==> config.mk <==
export PLATFORM = sky130hd
export DESIGN_NAME = adder_stream_stage
export DESIGN_NICKNAME = d
export VERILOG_FILES = /design/src/rtl/adder_stream_stage.sv
export SDC_FILE = /design/constraint.sdc
export NUM_CORES = 1
export LEC_CHECK = 0
export BUFFER_PORTS_ARGS = -buffer_cell sky130_fd_sc_hd__buf_2
export CORE_MARGIN = 4
export CORE_UTILIZATION = 57
export CTS_BUF_LIST = sky130_fd_sc_hd__clkbuf_8
export DETAILED_ROUTE_END_ITERATION = 12
export PLACE_DENSITY = 0.82
export SLEW_MARGIN = 15
export SYNTH_ARGS = -nofsm -noshare
export SYNTH_HDL_FRONTEND = slang
export SYNTH_SLANG_ARGS = --single-unit
export TNS_END_PERCENT = 50
==> constraint.sdc <==
create_clock -name clk -period 3.9 [get_ports clk]
set_clock_uncertainty 0.1 [all_clocks]
set_input_delay 0.195 -clock clk [delete_from_list [all_inputs] [get_ports clk]]
set_output_delay 0.195 -clock clk [all_outputs]
set_load 0.05 [all_outputs]
==> src/rtl/adder_stream_stage.sv <==
// Valid/ready streaming wrapper around a ripple-carry nbits_adder. Operands are
// registered, the sum/carry lands in a 2-entry result FIFO, and carry-outs are counted.

module full_adder (
  input  logic a,
  input  logic b,
  input  logic ci,
  output logic s,
  output logic co
);
  assign s  = a ^ b ^ ci;
  assign co = (a & b) | (ci & (a ^ b));
endmodule

module nbits_adder #(
  parameter int WIDTH = 8
) (
  input  logic [WIDTH-1:0] a,
  input  logic [WIDTH-1:0] b,
  output logic [WIDTH-1:0] sum,
  output logic             carry
);
  logic [WIDTH:0] c;

  assign c[0]  = 1'b0;
  assign carry = c[WIDTH];

  // One bit cell per instance; the carry chain threads through the instance array.
  full_adder u_fa [WIDTH-1:0] (
    .a  (a),
    .b  (b),
    .ci (c[WIDTH-1:0]),
    .s  (sum),
    .co (c[WIDTH:1])
  );
endmodule

module adder_stream_stage #(
  parameter int WIDTH     = 8,
  parameter int CNT_WIDTH = 16
) (
  input  logic                 clk,
  input  logic                 rst,
  input  logic                 in_valid,
  output logic                 in_ready,
  input  logic [WIDTH-1:0]     in_a,
  input  logic [WIDTH-1:0]     in_b,
  output logic                 out_valid,
  input  logic                 out_ready,
  output logic [WIDTH-1:0]     out_sum,
  output logic                 out_carry,
  output logic [CNT_WIDTH-1:0] ovf_count,
  input  logic                 ovf_clear
);
  typedef struct packed {
    logic             carry;
    logic [WIDTH-1:0] sum;
  } res_t;

  logic [WIDTH-1:0] op_a, op_b;
  logic             op_valid;

  res_t             push_data;
  res_t [1:0]       mem;
  logic             wr_ptr, rd_ptr;
  logic [1:0]       count;

  logic pop, fifo_can_push, advance, accept;

  nbits_adder #(.WIDTH(WIDTH)) u_add (
    .a     (op_a),
    .b     (op_b),
    .sum   (push_data.sum),
    .carry (push_data.carry)
  );

  assign out_valid     = (count != 2'd0);
  assign pop           = out_valid & out_ready;
  assign fifo_can_push = (count < 2'd2) | pop;
  assign advance       = op_valid & fifo_can_push;
  // in_ready follows out_ready combinationally so a full stage still streams.
  assign in_ready      = ~op_valid | fifo_can_push;
  assign accept        = in_valid & in_ready;

  assign out_sum   = mem[rd_ptr].sum;
  assign out_carry = mem[rd_ptr].carry;

  always_ff @(posedge clk) begin
    if (rst) begin
      op_a     <= '0;
      op_b     <= '0;
      op_valid <= 1'b0;
    end else if (accept) begin
      op_a     <= in_a;
      op_b     <= in_b;
      op_valid <= 1'b1;
    end else if (advance) begin
      op_valid <= 1'b0;
    end
  end

  always_ff @(posedge clk) begin
    if (rst) begin
      mem    <= '0;
      wr_ptr <= 1'b0;
      rd_ptr <= 1'b0;
      count  <= 2'd0;
    end else begin
      if (advance) begin
        mem[wr_ptr] <= push_data;
        wr_ptr      <= ~wr_ptr;
      end
      if (pop)
        rd_ptr <= ~rd_ptr;
      case ({advance, pop})
        2'b10:   count <= count + 2'd1;
        2'b01:   count <= count - 2'd1;
        default: count <= count;
      endcase
    end
  end

  // Clear wins over a same-cycle increment; the counter sticks at all-ones.
  always_ff @(posedge clk) begin
    if (rst || ovf_clear)
      ovf_count <= '0;
    else if (advance && push_data.carry && (ovf_count != {CNT_WIDTH{1'b1}}))
      ovf_count <= ovf_count + 1'b1;
  end
endmodule

# Word-level counts from Yosys, hierarchy flattened
# Index checks and enable logic that the tools add are counted.
classes:
  n_addsub: 3
  mul: 0
  n_div: 0
  n_lt_le_gt_ge: 4
  n_eq_ne: 3
  n_shift: 0
  muxes: 8
  bitwise: 45
  reduce_logical: 7
ops:
  columns: ["operator", "count"]
  rows:
  - ["9-bit 2-to-1 mux", 3]
  - ["1-bit AND", 18]
  - ["18-bit bitwise mux", 1]
  - ["16-bit by 1-bit adder with 16-bit output, second input constant", 1]
  - ["16-bit != test, second input constant", 1]
  - ["1-bit bitwise XOR", 15]
  - ["9-bit demux with 1-bit select", 1]
  - ["1-bit OR", 9]
  - ["2-bit nonzero test", 3]
  - ["1-bit by 2-bit less-than comparator with 1-bit output, second input constant", 2]
  - ["2-bit one-hot mux with 2 select lines", 1]
  - ["1-bit logical AND", 3]
  - ["1-bit inverter", 3]
  - ["2-bit by 1-bit adder with 2-bit output, second input constant", 1]
  - ["2-bit by 1-bit == test with 1-bit output, second input constant", 1]
  - ["2-bit == test, second input constant", 1]
  - ["2-bit less-than comparator, second input constant", 1]
  - ["1-bit 2-to-1 mux", 2]
  - ["2-bit by 1-bit subtractor with 2-bit output, second input constant", 1]
  - ["1-bit greater-or-equal comparator, second input constant", 1]
  - ["1-bit logical OR", 1]
word_totals:
  register_bits: 55
  latchBits: 0
  ramBits: 0
  mem_bits_ro: 0
  input_bits: 21
  output_inout_bits: 27
  word_cells: 81
  n_memories: 0

# Longest topological paths before layout
# Gate-level depths: netlist of run 1.
logic_depth:
  ltp_word: 17
  mapped_depth: 13
  ltp_nobuf: 12

# Hierarchy
# A second synthesis of run 1 with hierarchy kept.
unflattened:
  hier_cells: 282
  hier_area_um2: 2558.7
by_module_without_submodules:
  columns: ["module", "instances", "cells_per_inst", "area_each_um2", "seq_area_each_um2"]
  rows:
  - ["adder_stream_stage", 1, 273, 2394.8, 1101.1]
  - ["full_adder", 8, 1, 20.0, 0.0]
  - ["nbits_adder", 1, 1, 3.8, 0.0]

# Worst setup path after synthesis of run 1
# Ideal clock, no wire load.
synth_timing:
  path_type: "reg2reg"
  startpoint: "register op_a[0]"
  endpoint: "register ovf_count[10]"
  setup_time_ps: 115
  arrival_time_ps: 3298
  required_ps: 3685
  path_slack_ps: 387
  path_stages_with_launch: 14
  n_path_buf: 1
  synth_period_minus_slack_ps: 3513
  path_cell_list: "dfxtp_1 ha_1 fa_1 fa_1 fa_1 fa_1 fa_1 inv_1 fa_1 fa_1 or4_4 buf_6 nor4_1 o21a_1"
synth_between:
  elab_chain_cells: 17
synth_rtl:
  columns: ["element", "line", "text"]
  rows:
  - ["start, declared", "60", "logic [WIDTH-1:0] op_a, op_b;"]
  - ["start signal, assigned", "94", "op_a <= in_a;"]
  - ["1-bit AND (2 in a row)", "12", "assign co = (a & b) | (ci & (a ^ b));"]
  - ["1-bit OR", "12", null]
  - ["1-bit AND", "12", null]
  - ["1-bit OR", "12", null]
  - ["1-bit AND", "12", null]
  - ["1-bit OR", "12", null]
  - ["1-bit AND", "12", null]
  - ["1-bit OR", "12", null]
  - ["1-bit AND", "12", null]
  - ["1-bit OR", "12", null]
  - ["1-bit AND", "12", null]
  - ["1-bit OR", "12", null]
  - ["1-bit AND", "12", null]
  - ["1-bit OR", "12", null]
  - ["1-bit logical AND (2 in a row)", "127", "else if (advance && push_data.carry && (ovf_count != {CNT_WIDTH{1'b1}}))"]
  - ["end signal, assigned", "128", "ovf_count <= ovf_count + 1'b1;"]
  - ["end, declared", "52", "output logic [CNT_WIDTH-1:0] ovf_count,"]
# Every way passes these cells.
# A chain may end at the register's enable or synchronous reset.

# Worst setup path in the final report of run 1
layout_timing:
  startpoint: "register op_a[0]"
  endpoint: "register ovf_count[13]"
# Same word-level chain as after synthesis.

==> run_results.csv, run 1 <==
group,metric,value,unit
cts,clockBufferDepth,2,
setup_path,ff2ff_path_depth,12,
yosys,synthCells,298,
yosys,synth_mux_area_frac,0.05871,
sta,slew_headroom,0.3272,
drt,firstDrtPassIters,4,
cts,cts_resized,0,
sta,tightest_slew,1.009,ns
cts,root_buffer,"clkbuf_8",
yosys,synth_top_family_by_area,"simple AND/OR/NAND/NOR gates",
sta,setup_tns,0,ns
layout,layout-drive-gt1-share,0.2242,
setup_path,crit_chain,"ha_1 -> fa_1 -> fa_1 -> fa_1 -> fa_1 -> fa_1 -> inv_1 -> fa_1 -> fa_1 -> or3_4 -> nor4_1 -> mux2i_1",
pwr,peakVddDrop,0.4414,mV
setup_path,start_kind,"flop",
setup_path,crit_buf_inv,1,
yosys,netlist.area_leader.share,0.4270,
global_routing,grt_util_all_layers,0.1959,
cts,tritoncts.num_buffers,5,
layout,areaGrowthSynthToFinish,13.68,%
layout,n_antenna_cell,0,
yosys,synth_compound_area_frac,0.1412,
sta,setup_viol,0,
setup_path,cp_num_cells,12,
yosys,yosys_register_bits,55,
yosys,async_reset_ff_frac,0,
yosys,ys_top_cells_by_area,"dfxtp_1 (43%), nand2_1 (9.9%), a21oi_1 (7.6%), fa_1 (5.4%), mux2_2 (3.9%)",
cts,clk_pin_slew,0.09,ns
die,ios,48,
drt,ant_nets,0,
yosys,ys_dominant_reg_cell,"dfxtp_1",
yosys,netlist_area,2579,um2
drt,via_per_inst,5.721,
setup_path,crit_fanout,14,
setup_path,cp.required,3.99,ns
cts,clock-sinks,55,
placed_design,port-buffer-count,47,
yosys,avgSynthCellArea,8.653,um2
pwr,leakagePower,1.141,nW
yosys,synth-seq-area-share,0.4270,
yosys,synthTopCellsByCount,"nand2_1 (68), dfxtp_1 (55), a21oi_1 (39), clkbuf_1 (11), nor2_1 (11)",
die,die-width,75.26,um
cts,cts_hold_buffers,0,
drt,routed_wirelength,5526,um
sta,min_period,3.708,ns
sta,hold_viol,0,
die,die_h,75.26,um
sta,timing.fmax,0.2697,GHz
drt,drc,0,
sta,post-route-period-util,0.9509,
die,num_rows,24,
layout,n_fill_cell,357,
drt,wl_per_cell,14.13,um
yosys,yosys.area.top_type,"dfxtp_1",
cts,ctsHtreeMaxLevel,2,
sta,rsz0062_at_grt,"no",
die,coreArea,4354,um2
yosys,synthXorXnorAreaFrac,0.01019,
cts,insertion_delay,0.30,ns
setup_path,path_class,"reg -> reg",
global_routing,overflow,0,
yosys,yosysMostFrequentCell,"nand2_1",
placed_design,hpwlAfterDp,3986,um
layout,multi_input_area,1368,um2
global_routing,grt_pass1_vias,1894,
pwr,p_per_area,429.5,nW/um2
cts,cts_setup_buffers,0,
layout,fin_util,0.6733,
yosys,yosys_warnings,0,
yosys,synth-edff-count,0,
yosys,yosys.area_share.simple,0.2513,
layout,ff_latch_area,1101,um2
outcome,status,"finished clean",
global_routing,grt_pass1_wl,8742,um
hold_path,hp-class,"in -> reg",
yosys,synthAdderAreaFrac,0.06890,
setup_path,critPathMaxStageDelay,0.40,ns
flow_run,maxCapViolations,0,
setup_path,crit_slowest_cell,"fa_1",
yosys,syn-num-nets,329,
cts,cts_tree,"built",
placed_design,gp_congestion,0.9068,
layout,nNetsFinal,369,
die,start_util,0.5922,
drt,via_count,2237,
global_routing,antenna_found_initial,0,
global_routing,grt_max_degree,47,
setup_path,worstPathArrival,3.80,ns
setup_path,cp-end-kind,"flop",
die,die-area,5664,um2
sta,slew_viol_final,0,
setup_path,path_common_cell,"fa_1",
hold_path,holdPathStages,3,
setup_path,critPathTopFamily,"adder cells",
drt,drtIter0Drc,133,
yosys,synth_cell_types,46,
## layout by cell type (no fill, tap or decap), types with 2 or more instances in the layout
cell      instances
nand2_1          68
dfxtp_1          55
buf_2            47
a21oi_1          39
nor2_1           11
mux2_2            9
inv_1             9
or3_1             8
fa_1              7
a211oi_1          6
nand4_1           6
nor4_1            6
clkbuf_8          6
nor3_1            5
nand3_1           5
mux2i_1           5
o21ai_0           4
or4_1             3
o21a_1            3
o31ai_1           3
ha_1              3
or2_2             2
xnor2_1           2
and4_1            2
o311ai_1          2
o41ai_1           2
## final cells by class
type,count,share of cell area
Clock buffer,6,0.02817
Clock inverter,2,0.01195
Inverter,10,0.01280
Multi-Input combinational cell,218,0.4665
Sequential cell,55,0.3756
Tap cell,52,0.02219
Timing Repair Buffer,48,0.08280
## routing by layer
metal / wire length [um] / vias to the layer above / track usage
met2: 2445 / 67 / 0.2863
li1: - / 1128 / -
met1: 2690 / 1036 / 0.3016
met4: 44 / 0 / 0.03495
met3: 346 / 6 / 0.04139
met5: 0 / - / 0
## metrics by stage
stage	instances	power (W)	setup slack (ns)	hold WS [ns]	area (um2)
3_5_place_dp	383	0.0008856	0.2136	0.3419	2814
5_1_grt	391	0.001311	0.06536	0.01260	2932
4_1_cts	391	0.001267	0.2021	0.01525	2932
6_report	391	0.001259	0.1916	0.02451	2932
3_3_place_gp	383	0.0008804	0.3042	0.3366	2814
2_1_floorplan	298	0.0008290	0.3870	0.2310	2579
## worst reg2reg max path: stages, from the launching register on
cell	delay (ns)
dfxtp_1	0.32
ha_1	0.20
fa_1	0.38
fa_1	0.39
fa_1	0.39
fa_1	0.40
fa_1	0.37
inv_1	0.08
fa_1	0.18
fa_1	0.29
or3_4	0.25
nor4_1	0.09
mux2i_1	0.15
## final timing paths
path                               from            end  slack, ns
worst min register to register   mem[0]         mem[0]       0.36
worst max-delay path            op_a[0]  ovf_count[13]       0.19
worst min-delay path            in_b[5]        op_b[5]       0.02
worst max register to register  op_a[0]  ovf_count[13]       0.19
## flip-flops by register name (all words and copies together), names as in the netlist
| name | cells |
|---|---|
| mem | 18 |
| count | 2 |
| wr_ptr | 1 |
| op_valid | 1 |
| op_a | 8 |
| op_b | 8 |
| rd_ptr | 1 |
| ovf_count | 16 |
## power by group
part	switching, W	internal, W	total, W
Clock	0.000176	0.000208	0.000384
Sequential	0.0000404	0.000594	0.000634
Combinational	0.000148	0.0000926	0.000240
## cell families (layout without fill, tap and decap cells)
logic type / Yosys count / count (layout)
xor gates and xnor gates: 3 / 3
buffers and inverters: 25 / 66
DFF: 55 / 55
adders and majority gates: 10 / 10
muxes: 14 / 14
AOI/OAI and AO/OA: 62 / 62
and+or+nand+nor: 129 / 129
(Power assumes the default switching activity.)
==> run 2: changes to the inputs <==
--- a/config.mk
+++ b/config.mk
@@ -7,10 +7,9 @@
 export LEC_CHECK = 0
 export BUFFER_PORTS_ARGS = -buffer_cell sky130_fd_sc_hd__buf_2
 export CORE_MARGIN = 4
-export CORE_UTILIZATION = 57
-export CTS_BUF_LIST = sky130_fd_sc_hd__clkbuf_8
+export CORE_UTILIZATION = 55
 export DETAILED_ROUTE_END_ITERATION = 12
-export PLACE_DENSITY = 0.82
+export PLACE_DENSITY = 0.79
 export SLEW_MARGIN = 15
 export SYNTH_ARGS = -nofsm -noshare
 export SYNTH_HDL_FRONTEND = slang
==> run_results.csv, run 2 (same netlist as run 1, synthesis figures left out) <==
group,metric,value,unit
outcome,status,"finished clean",
drt,firstDrtPassIters,4,
setup_path,critPathTopFamily,"adder cells",
die,die-width,76.48,um
setup_path,start_kind,"flop",
global_routing,grt_max_degree,47,
cts,ctsHtreeMaxLevel,2,
cts,cts_resized,0,
placed_design,hpwlAfterDp,4005,um
cts,insertion_delay,0.31,ns
setup_path,crit_fanout,14,
drt,wl_per_cell,14.19,um
drt,routed_wirelength,5562,um
die,die_h,76.48,um
setup_path,cp.required,3.99,ns
setup_path,crit_chain,"ha_1 -> fa_1 -> fa_1 -> fa_1 -> fa_1 -> fa_1 -> inv_1 -> fa_1 -> fa_1 -> or3_4 -> nor4_1 -> mux2i_1",
cts,clockBufferDepth,2,
placed_design,port-buffer-count,47,
die,ios,48,
layout,mostFrequentLayoutCell,"nand2_1",
flow_run,maxCapViolations,0,
cts,clk_pin_slew,0.10,ns
layout,areaGrowthSynthToFinish,12.95,%
global_routing,overflow,0,
global_routing,grt_pass1_vias,2026,
sta,setup_tns,0,ns
setup_path,path_class,"reg -> reg",
sta,slew_headroom,0.3064,
sta,setup_viol,0,
drt,ant_nets,0,
layout,final_area,2913,um2
setup_path,cp-end-kind,"flop",
placed_design,gp_congestion,0.8836,
die,num_rows,24,
cts,tritoncts.num_buffers,5,
setup_path,path_common_cell,"fa_1",
setup_path,crit_slowest_cell,"fa_1",
cts,cts_tree,"built",
placed_design,place_area,2814,um2
drt,drc,0,
layout,reg_top3,"mem (18), ovf_count (16)",
global_routing,antenna_found_initial,0,
layout,n_antenna_cell,0,
setup_path,crit_buf_inv,1,
layout,nNetsFinal,370,
hold_path,hp-class,"in -> reg",
layout,final_cell_mix,"nand2_1 (68), dfxtp_1 (55), buf_2 (47)",
die,coreArea,4444,um2
pwr,peakVddDrop,0.3213,mV
pwr,p_per_area,407.4,nW/um2
pwr,leakagePower,1.124,nW
global_routing,grt_util_all_layers,0.1963,
setup_path,worstPathArrival,3.80,ns
die,start_util,0.5802,
setup_path,critPathMaxStageDelay,0.39,ns
cts,root_buffer,"clkbuf_8",
sta,slew_viol_final,0,
cts,cts_setup_buffers,0,
die,die-area,5848,um2
drt,via_count,2245,
drt,via_per_inst,5.727,
layout,top_register,"mem",
sta,hold_viol,0,
sta,timing.fmax,0.2701,GHz
sta,tightest_slew,1.040,ns
cts,cts_hold_buffers,0,
cts,clock-sinks,55,
global_routing,grt_pass1_wl,9625,um
layout,layout-drive-gt1-share,0.2235,
sta,rsz0062_at_grt,"no",
drt,drtIter0Drc,202,
sta,holdWs,0.01117,ns
sta,min_period,3.703,ns
layout,largest_reg_flops,18,
sta,post-route-period-util,0.9494,
run 2: cell count changes in the layout (fill, tap and decap cells not counted):
cell,delta
bufinv_16,-1
clkbuf_8,-1
clkinvlp_4,+2
dlygate4sd3_1,+1
run 2: metal layers:
layer / routed length (um) / GRT usage / vias up / share of wire
li1: - / - / 1131 / -
met4: 61 / 0.04348 / 0 / 0.011
met3: 361 / 0.03783 / 8 / 0.065
met5: 0 / 0 / - / 0
met2: 2459 / 0.2996 / 76 / 0.44
met1: 2680 / 0.2868 / 1030 / 0.48
run 2: final timing paths:
| path | from | to | slack (ns) | cells after the start |
|---|---|---|---|---|
| setup / recovery | op_a[0] | ovf_count[9] | 0.20 | 12 |
| hold / removal | in_a[4] | op_a[4] | 0.01 | 3 |
| setup reg to reg | op_a[0] | ovf_count[9] | 0.20 | 12 |
| hold reg to reg | mem[3] | mem[3] | 0.36 | 2 |
run 2: through the flow:
step	worst slack, ns	instances	power [W]	utilization
4_1_cts	0.2218	391	0.001190	0.6532
3_3_place_gp	0.2945	383	0.0008808	0.6332
2_1_floorplan	0.3870	298	0.0008290	-
6_report	0.1972	392	0.001187	0.6554
5_1_grt	0.06352	392	0.001247	0.6554
3_5_place_dp	0.2322	383	0.0008847	0.6332
run 2: cell type report:
class	instances	area, um2
clock buffer	5	68.82
clock inverter	3	20.02
fill	408	1531
inverter	10	37.54
multi-input combinational	218	1368
sequential	55	1101
tap	52	65.06
timing repair buffer	49	252.7
run 2: worst register-to-register path, cell delays in order (launching register included):
cell,delay (ns)
dfxtp_1,0.33
ha_1,0.20
fa_1,0.37
fa_1,0.38
fa_1,0.39
fa_1,0.39
fa_1,0.38
inv_1,0.08
fa_1,0.18
fa_1,0.29
or3_4,0.25
nor4_1,0.09
mux2i_1,0.15
run 2: where the power goes:
part	internal, W	switching [W]
combinational	0.0000932	0.000147
clock	0.000125	0.000188
sequential	0.000594	0.0000390
